<file path="src/rtl/jk_ctrl_pkg.sv">
// Shared definitions for the JK bank controller: opcode and FSM state encodings.
package jk_ctrl_pkg;

    localparam int unsigned OP_W = 2;

    typedef enum logic [OP_W-1:0] {
        OP_LOAD   = 2'b00,
        OP_UP     = 2'b01,
        OP_DOWN   = 2'b10,
        OP_TOGGLE = 2'b11
    } jkc_op_t;

    typedef enum logic [1:0] {
        ST_IDLE   = 2'b00,
        ST_ISSUE  = 2'b01,
        ST_SETTLE = 2'b10,
        ST_DONE   = 2'b11
    } jkc_state_t;

endpackage

</file>
<file path="src/rtl/jk_drive_gen.sv">
// Combinational J/K drive for a bank of master-slave JK flip-flops.
// Ports: i_en gates all drive; i_op selects LOAD/UP/DOWN/TOGGLE; i_data is the
// load value; i_q is the live bank output; o_j_c/o_k_c are per-bit J/K lines.
module jk_drive_gen
    import jk_ctrl_pkg::*;
#(
    parameter int unsigned WIDTH = 4
) (
    input  logic             i_en,
    input  jkc_op_t          i_op,
    input  logic [WIDTH-1:0] i_data,
    input  logic [WIDTH-1:0] i_q,
    output logic [WIDTH-1:0] o_j_c,
    output logic [WIDTH-1:0] o_k_c
);

    logic [WIDTH-1:0] w_carry;
    logic [WIDTH-1:0] w_borrow;

    // Prefix-AND chains: a bit flips when all lower bits are 1 (up) or 0 (down).
    always_comb begin
        w_carry     = '0;
        w_borrow    = '0;
        w_carry[0]  = 1'b1;
        w_borrow[0] = 1'b1;
        for (int i = 1; i < int'(WIDTH); i++) begin
            w_carry[i]  = w_carry[i-1]  &  i_q[i-1];
            w_borrow[i] = w_borrow[i-1] & ~i_q[i-1];
        end
    end

    always_comb begin
        o_j_c = '0;
        o_k_c = '0;
        if (i_en) begin
            case (i_op)
                OP_LOAD: begin
                    o_j_c = i_data;
                    o_k_c = ~i_data;
                end
                OP_UP: begin
                    o_j_c = w_carry;
                    o_k_c = w_carry;
                end
                OP_DOWN: begin
                    o_j_c = w_borrow;
                    o_k_c = w_borrow;
                end
                default: begin
                    o_j_c = '1;
                    o_k_c = '1;
                end
            endcase
        end
    end

endmodule

</file>
<file path="src/rtl/jk_bank_ctrl.sv">
// Command sequencer for a reset-free JK flip-flop bank: LOAD, count UP/DOWN,
// or TOGGLE for cmd_len steps, one step per ISSUE+SETTLE pair.
// Ports: clk/rst_n; cmd_valid/cmd_ready handshake with cmd_op/cmd_data/cmd_len;
// q is the bank slave output; j/k drive the bank masters (combinational in
// ISSUE); busy/done/steps_left report progress.
module jk_bank_ctrl
    import jk_ctrl_pkg::*;
#(
    parameter int unsigned WIDTH = 4,
    parameter int unsigned CNT_W = 8
) (
    input  logic             clk,
    input  logic             rst_n,
    input  logic             cmd_valid,
    output logic             cmd_ready,
    input  logic [OP_W-1:0]  cmd_op,
    input  logic [WIDTH-1:0] cmd_data,
    input  logic [CNT_W-1:0] cmd_len,
    input  logic [WIDTH-1:0] q,
    output logic [WIDTH-1:0] j,
    output logic [WIDTH-1:0] k,
    output logic             busy,
    output logic             done,
    output logic [CNT_W-1:0] steps_left
);

    jkc_state_t       r_state;
    jkc_state_t       w_state_nxt;
    jkc_op_t          r_op;
    jkc_op_t          w_op_in;
    logic [WIDTH-1:0] r_data;
    logic [CNT_W-1:0] r_steps;
    logic [CNT_W-1:0] w_steps_nxt;
    logic             r_ready;
    logic             r_busy;
    logic             r_done;
    logic             w_accept;
    logic [WIDTH-1:0] w_j;
    logic [WIDTH-1:0] w_k;

    assign w_op_in = jkc_op_t'(cmd_op);

    // State register plus registered status flags derived from the next state.
    always_ff @(posedge clk or negedge rst_n) begin
        if (!rst_n) begin
            r_state <= ST_IDLE;
            r_op    <= OP_LOAD;
            r_data  <= '0;
            r_steps <= '0;
            r_ready <= 1'b1;
            r_busy  <= 1'b0;
            r_done  <= 1'b0;
        end else begin
            r_state <= w_state_nxt;
            r_steps <= w_steps_nxt;
            r_ready <= (w_state_nxt == ST_IDLE);
            r_busy  <= (w_state_nxt != ST_IDLE);
            r_done  <= (w_state_nxt == ST_DONE);
            if (w_accept) begin
                r_op   <= w_op_in;
                r_data <= cmd_data;
            end
        end
    end

    // Next-state and step-counter logic.
    always_comb begin
        w_state_nxt = r_state;
        w_steps_nxt = r_steps;
        w_accept    = 1'b0;
        case (r_state)
            ST_IDLE: begin
                if (cmd_valid && r_ready) begin
                    w_accept    = 1'b1;
                    w_steps_nxt = cmd_len;
                    // A zero-length step command completes without touching the bank.
                    if (w_op_in == OP_LOAD || cmd_len != '0) begin
                        w_state_nxt = ST_ISSUE;
                    end else begin
                        w_state_nxt = ST_DONE;
                    end
                end
            end
            ST_ISSUE: begin
                w_steps_nxt = (r_op == OP_LOAD) ? '0 : r_steps - CNT_W'(1);
                w_state_nxt = ST_SETTLE;
            end
            ST_SETTLE: begin
                w_state_nxt = (r_steps != '0) ? ST_ISSUE : ST_DONE;
            end
            default: begin
                w_state_nxt = ST_IDLE;
            end
        endcase
    end

    jk_drive_gen #(
        .WIDTH (WIDTH)
    ) u_drive (
        .i_en   (r_state == ST_ISSUE),
        .i_op   (r_op),
        .i_data (r_data),
        .i_q    (q),
        .o_j_c  (w_j),
        .o_k_c  (w_k)
    );

    assign j          = w_j;
    assign k          = w_k;
    assign cmd_ready  = r_ready;
    assign busy       = r_busy;
    assign done       = r_done;
    assign steps_left = r_steps;

endmodule

</file>
<file path="config.mk">
export PLATFORM = sky130hd
export DESIGN_NAME = jk_bank_ctrl
export DESIGN_NICKNAME = d
export VERILOG_FILES = /design/src/rtl/jk_ctrl_pkg.sv /design/src/rtl/jk_drive_gen.sv /design/src/rtl/jk_bank_ctrl.sv
export SDC_FILE = /design/constraint.sdc
export NUM_CORES = 1
export LEC_CHECK = 0
export ABC_AREA = 1
export CORE_MARGIN = 1.5
export CORE_UTILIZATION = 49
export DETAILED_ROUTE_END_ITERATION = 7
export PLACE_DENSITY_LB_ADDON = 0.08
export SETUP_SLACK_MARGIN = 0.4
export SYNTH_ARGS = -nofsm -noshare
export SYNTH_HDL_FRONTEND = slang
export SYNTH_HIERARCHICAL = 1
export SYNTH_SLANG_ARGS = --single-unit
</file>
<file path="constraint.sdc">
create_clock -name clk -period 2.6 [get_ports clk]
set_input_delay 0.65 -clock clk [delete_from_list [all_inputs] [get_ports clk]]
set_output_delay 0.65 -clock clk [all_outputs]
set_load 0.03 [all_outputs]
</file>
# --- Word-level counts from Yosys, hierarchy flattened ---
# Index checks and enable logic that the tools add are counted.
word_totals:
  register_bits: 19
  mem_count: 0
  mem_bits_rw: 0
  in_bits: 21
  rom_bits: 0
  wordCells: 46
  latchBits: 0
op_classes:
  n_reduce_logical: 11
  n_mul: 0
  n_lt_le_gt_ge: 0
  eq_ne: 6
  mux: 13
  shifts: 0
  n_div: 0
  add_sub_neg: 1
  bitwise: 8
op_table:
  columns: ["operator", "count"]
  rows:
  - ["case mux 4 bit (3 select lines)", 2]
  - ["two-way mux 8 bit", 2]
  - ["case mux 8 bit (2 select lines)", 1]
  - ["nonzero test 8 bit", 2]
  - ["logical NOT 2 bit", 4]
  - ["two-way mux 4 bit", 2]
  - ["subtractor 8 x 1 -> 8 bit, second input constant", 1]
  - ["equality test 2 bit, second input constant", 3]
  - ["two-way mux 2 bit", 3]
  - ["case mux 2 bit (3 select lines)", 1]
  - ["bitwise AND 1 bit", 4]
  - ["equality test 2 x 1 -> 1 bit, second input constant", 2]
  - ["NOT 4 bit", 1]
  - ["nonzero test 2 bit", 2]
  - ["NOT 1 bit", 3]
  - ["two-way mux 1 bit", 2]
  - ["inequality test 2 bit, second input constant", 1]
  - ["AND reduction 2 bit", 1]
  - ["logical AND 1 bit", 1]
  - ["logical OR 1 bit", 1]

# --- Depth between registers and ports, before layout ---
depth:
  ltp_word: 6
  ltp_mapped: 10
  depth_no_buf: 9

# --- Hierarchy ---
# Netlist, hierarchy kept.
by_module_without_submodules:
  columns: ["mod", "cells_each", "instances", "area_each_um2"]
  rows:
  - ["jk_bank_ctrl", 125, 1, 1009.7]
  - ["jk_drive_gen", 46, 1, 246.5]

# --- Least setup slack after synthesis ---
# No wires, ideal clock.
synth_path:
  path_kind: "reg2out"
  startpoint: "register r_state[1]"
  endpoint: "output j[0]"
  path_slack_ns: 0.599
  n_path_buf: 1
  stages_incl_launch_ff: 7
  arrival_ns: 1.351
  cell_sequence: "dfrtp_1 -> inv_1 -> nand2_2 -> buf_2 -> inv_1 -> inv_1 -> a21oi_1"
synth_between:
  elab_chain_cells: 2
synth_rtl:
  columns: ["element", "line", "source"]
  rows:
  - ["from (decl)", "jk_bank_ctrl.sv:27", "jkc_state_t r_state;"]
  - ["from (signal assigned)", "jk_bank_ctrl.sv:54", "r_state <= w_state_nxt;"]
  - ["equality test 2 x 1 -> 1 bit", "jk_bank_ctrl.sv:100", ".i_en (r_state == ST_ISSUE),"]
  - ["two-way mux 4 bit", "jk_drive_gen.sv:35", "if (i_en) begin"]
  - ["to (decl)", "jk_bank_ctrl.sv:20", "output logic [WIDTH-1:0] j,"]
# Every way passes these cells.

# --- Worst setup path after layout ---
layout_path:
  startpoint: "register r_op[0]"
  endpoint: "output j[2]"
layout_between:
  elab_chain_cells: 3
  word_cells_on_any_way: 5
  classes_between: "eq/ne (2); mux (2); reduce/logical (1)"
layout_rtl:
  columns: ["element", "line", "source"]
  rows:
  - ["from (decl)", "jk_bank_ctrl.sv:29", "jkc_op_t r_op;"]
  - ["from (signal assigned)", "jk_bank_ctrl.sv:60", "r_op <= w_op_in;"]
  - ["equality test 2 bit (tied with other cells)", "jk_drive_gen.sv:36", "case (i_op)"]
  - ["case mux 4 bit (3 select lines) *", "jk_drive_gen.sv:36", null]
  - ["two-way mux 4 bit *", "jk_drive_gen.sv:35", null]
# Mark *: on every way between the ends. The rest lies on a longest branch, timed or not.

==> reports/results.ini <==
[timing]
rsz0062_at_grt = yes
tns_ns = 0
post-route-min-period_ns = 2.18
worst_pin_slew_ns = 0.418
fin_skew_ns = 0.00534
slew_violations = 0
setup_viol = 0
period_share_pct = 84.0
hold_viol = 0
maxClockFrequency_mhz = 458
whs_ns = 0.555
slew_headroom_pct = 72.1
fin_ws_ns = 0.416

[pwr]
cellPowerDensity_nw_per_um2 = 1410
power_switching_mw = 1.27
pwr-share-comb_pct = 69.0
internal_power_mw = 1.20
vdd_drop_max_mv = 0.892
p_sw_share_pct = 51.5
p_seq_share_pct = 24.9
power_frac_clock_pct = 6.1
p_leak_nw = 0.850

[clock_network]
cts_buffers = 3
cts_buffer_depth = 2
htreeDepth = 1
cts_tree = done
clk_latency_ns = 0.30
cts_hold_buffers = 0
clkTransAtPathRegs_ns = 0.11
clock-sinks = 19
root_buffer = clkbuf_4

[grt]
grt_overflow_total = 0
grt_pass1_wl_um = 4880
grt.total_usage_pct = 23.4
grt_max_degree = 20
antenna_found_initial = 0
grt_pass1_vias = 1103

[drt]
drc = 0
dr.max_layer_used = met4
drt_first_pass_iters = 4
postRouteAntennaNets = 0
route.met3.wl_um = 149
routedWlPerCell_um = 12.7
vias = 1285
drtIter0Drc = 38
viasPerCell = 5.27
wl_met2_um = 1590
met1Wirelength_um = 1330
wirelength_um = 3090

[yosys]
netlist_top_cells_area = dfrtp_1 (36%), nand2_1 (10%), inv_1 (8.1%), nor2_1 (7.2%), a21oi_1 (6.4%)
synth_top_family_by_area = simple AND/OR/NAND/NOR gates
synth-simple-area-share_pct = 26.4
synth-xor-area-share_pct = 0.697
synth_area_um2 = 1260
ys_seq_elements = 19
synthDistinctLibCells = 24
synth.yosys.seq_area_share_pct = 37.9
synth.area.mux_share_pct = 5.38
syn_inst = 171
synth_top_cell_area_share_pct = 35.9
synth_nets = 198
ys_warn_count = 6
synth_largest_area_cell = dfrtp_1
syn_avg_cell_area_um2 = 7.35
synthAdderAreaFrac_pct = 5.98
synth_compound_area_share_pct = 12.7

[worst_setup_path]
critPathKind = reg -> out
rr_worst_depth = 6
cp.depth = 7
slowest_stage = dfrtp_1
required_ns = 1.95
critPathLaunchType = flop
path_buf_inv = 3
crit_family = flip-flops
arrival_ns = 1.53
crit_chain = buf_4, ha_4, nand3_2, nand2_2, o21ai_2, inv_1, buf_6
crit_path_end_kind = output pin
cpPeakStageDelay_ns = 0.45
crit_fanout = 4

[min_path]
min_path_cells = 1
holdCritPathClass = reg -> reg

[flow_run]
maxCapViolations = 0

[placement]
dpl_cell_area_um2 = 1650
port-buffer-count = 38
place_congestion = 0.838
dp_slack_ns = 0.188
hpwlAfterDp_um = 2210

[final_layout]
drive_gt1_share_pct = 22.4
layout_common_cells = nand2_1 (33), clkdlybuf4s50_1 (27), inv_1 (23), nor2_1 (23), dfrtp_1 (17)
diodes = 0
final_common_cell = nand2_1
syn_to_final_growth_pct = 39.3
final_area_um2 = 1750
nets = 242

[floorplan]
std_cell_rows = 18
die_w_um = 53.6
die-area_um2 = 2880
initial_utilization_pct = 51.2
core_area_um2 = 2450
die_y_um = 53.6
ios = 40

[outcome]
run_status = complete, no violations

-- sequential cells by signal, summed over array words and instances (netlist names) --
| signal | flops |
|---|---|
| cmd_ready | 1 |
| r_state | 2 |
| r_op | 2 |
| busy | 1 |
| r_data | 4 |
| done | 1 |
| steps_left | 8 |
-- layout make-up --
class,count,area (µm²)
Tap cell,30,37.5
Sequential cell,19,478
Multi-Input combinational cell,121,704
Inverter,27,104
Fill cell,203,704
Timing Repair Buffer,43,399
Clock buffer,3,22.5
Clock inverter,1,5.00
-- cell usage after synthesis --
master	number
nand2_1	34
inv_1	27
nor2_1	24
dfrtp_1	18
a21oi_1	16
nand3_1	13
ha_1	6
mux2_2	6
o21ai_0	4
a31oi_1	3
nand2_2	3
nor2_2	3
buf_6	2
o21ai_1	2
a21oi_2	1
a22oi_1	1
buf_2	1
buf_4	1
dfstp_2	1
nand4_1	1
nor3_1	1
o21bai_1	1
o31ai_1	1
xor2_1	1
-- per-layer routing --
metal	GRT usage, %	up-vias
li1	-	632
met1	29.6	607
met2	40.3	44
met3	3.33	2
met4	8.55	0
met5	0	-
-- power groups by stage --
stage                     clock (mW)  sequential [mW]  combinational, mW
after floorplan                    0            0.731              0.944
after global placement             0            0.595               1.54
after detailed placement           0            0.604               1.57
after CTS                      0.157            0.595               1.60
after global routing           0.167            0.635               1.87
final                          0.151            0.615               1.70
-- logic make-up after synthesis --
logic type | Yosys count
AND/OR/NAND/NOR | 79
AO/OA/AOI/OAI | 29
buffers and inverters | 31
XOR/XNOR | 1
flip-flops | 19
adder cells (fa/ha/maj) | 6
multiplexers | 6
-- what timing repair did --
item                                    in CTS  in global routing
gates resized for setup                     14                 27
endpoints found under the setup margin       8                  8
pin swaps                                    3                 10
buffers inserted                             2                  0
endpoints found under the hold margin        0                  0
-- final timing paths --
kind | slack (ns) | startpoint | endpoint
max | 0.42 | r_op[0]$_DFFE_PN0P_ | j[2]
min | 0.55 | r_data[2]$_DFFE_PN0P_ | r_data[2]$_DFFE_PN0P_
max in group asynchronous | 1.65 | rst_n | cmd_ready$_DFF_PN1_
max reg2reg | 1.09 | cmd_ready$_DFF_PN1_ | steps_left[3]$_DFFE_PN0P_
min in group asynchronous | 0.68 | rst_n | r_data[3]$_DFFE_PN0P_
min reg2reg | 0.55 | r_data[2]$_DFFE_PN0P_ | r_data[2]$_DFFE_PN0P_
-- metrics by stage --
step / util [%] / power (mW) / cells
floorplan: - / 1.67 / 171
global placement: 67.1 / 2.13 / 238
detailed placement: 67.1 / 2.17 / 238
CTS: 68.9 / 2.35 / 244
global route: 71.3 / 2.67 / 244
finish: 71.3 / 2.47 / 244
Power figures use the tool's default switching activity.
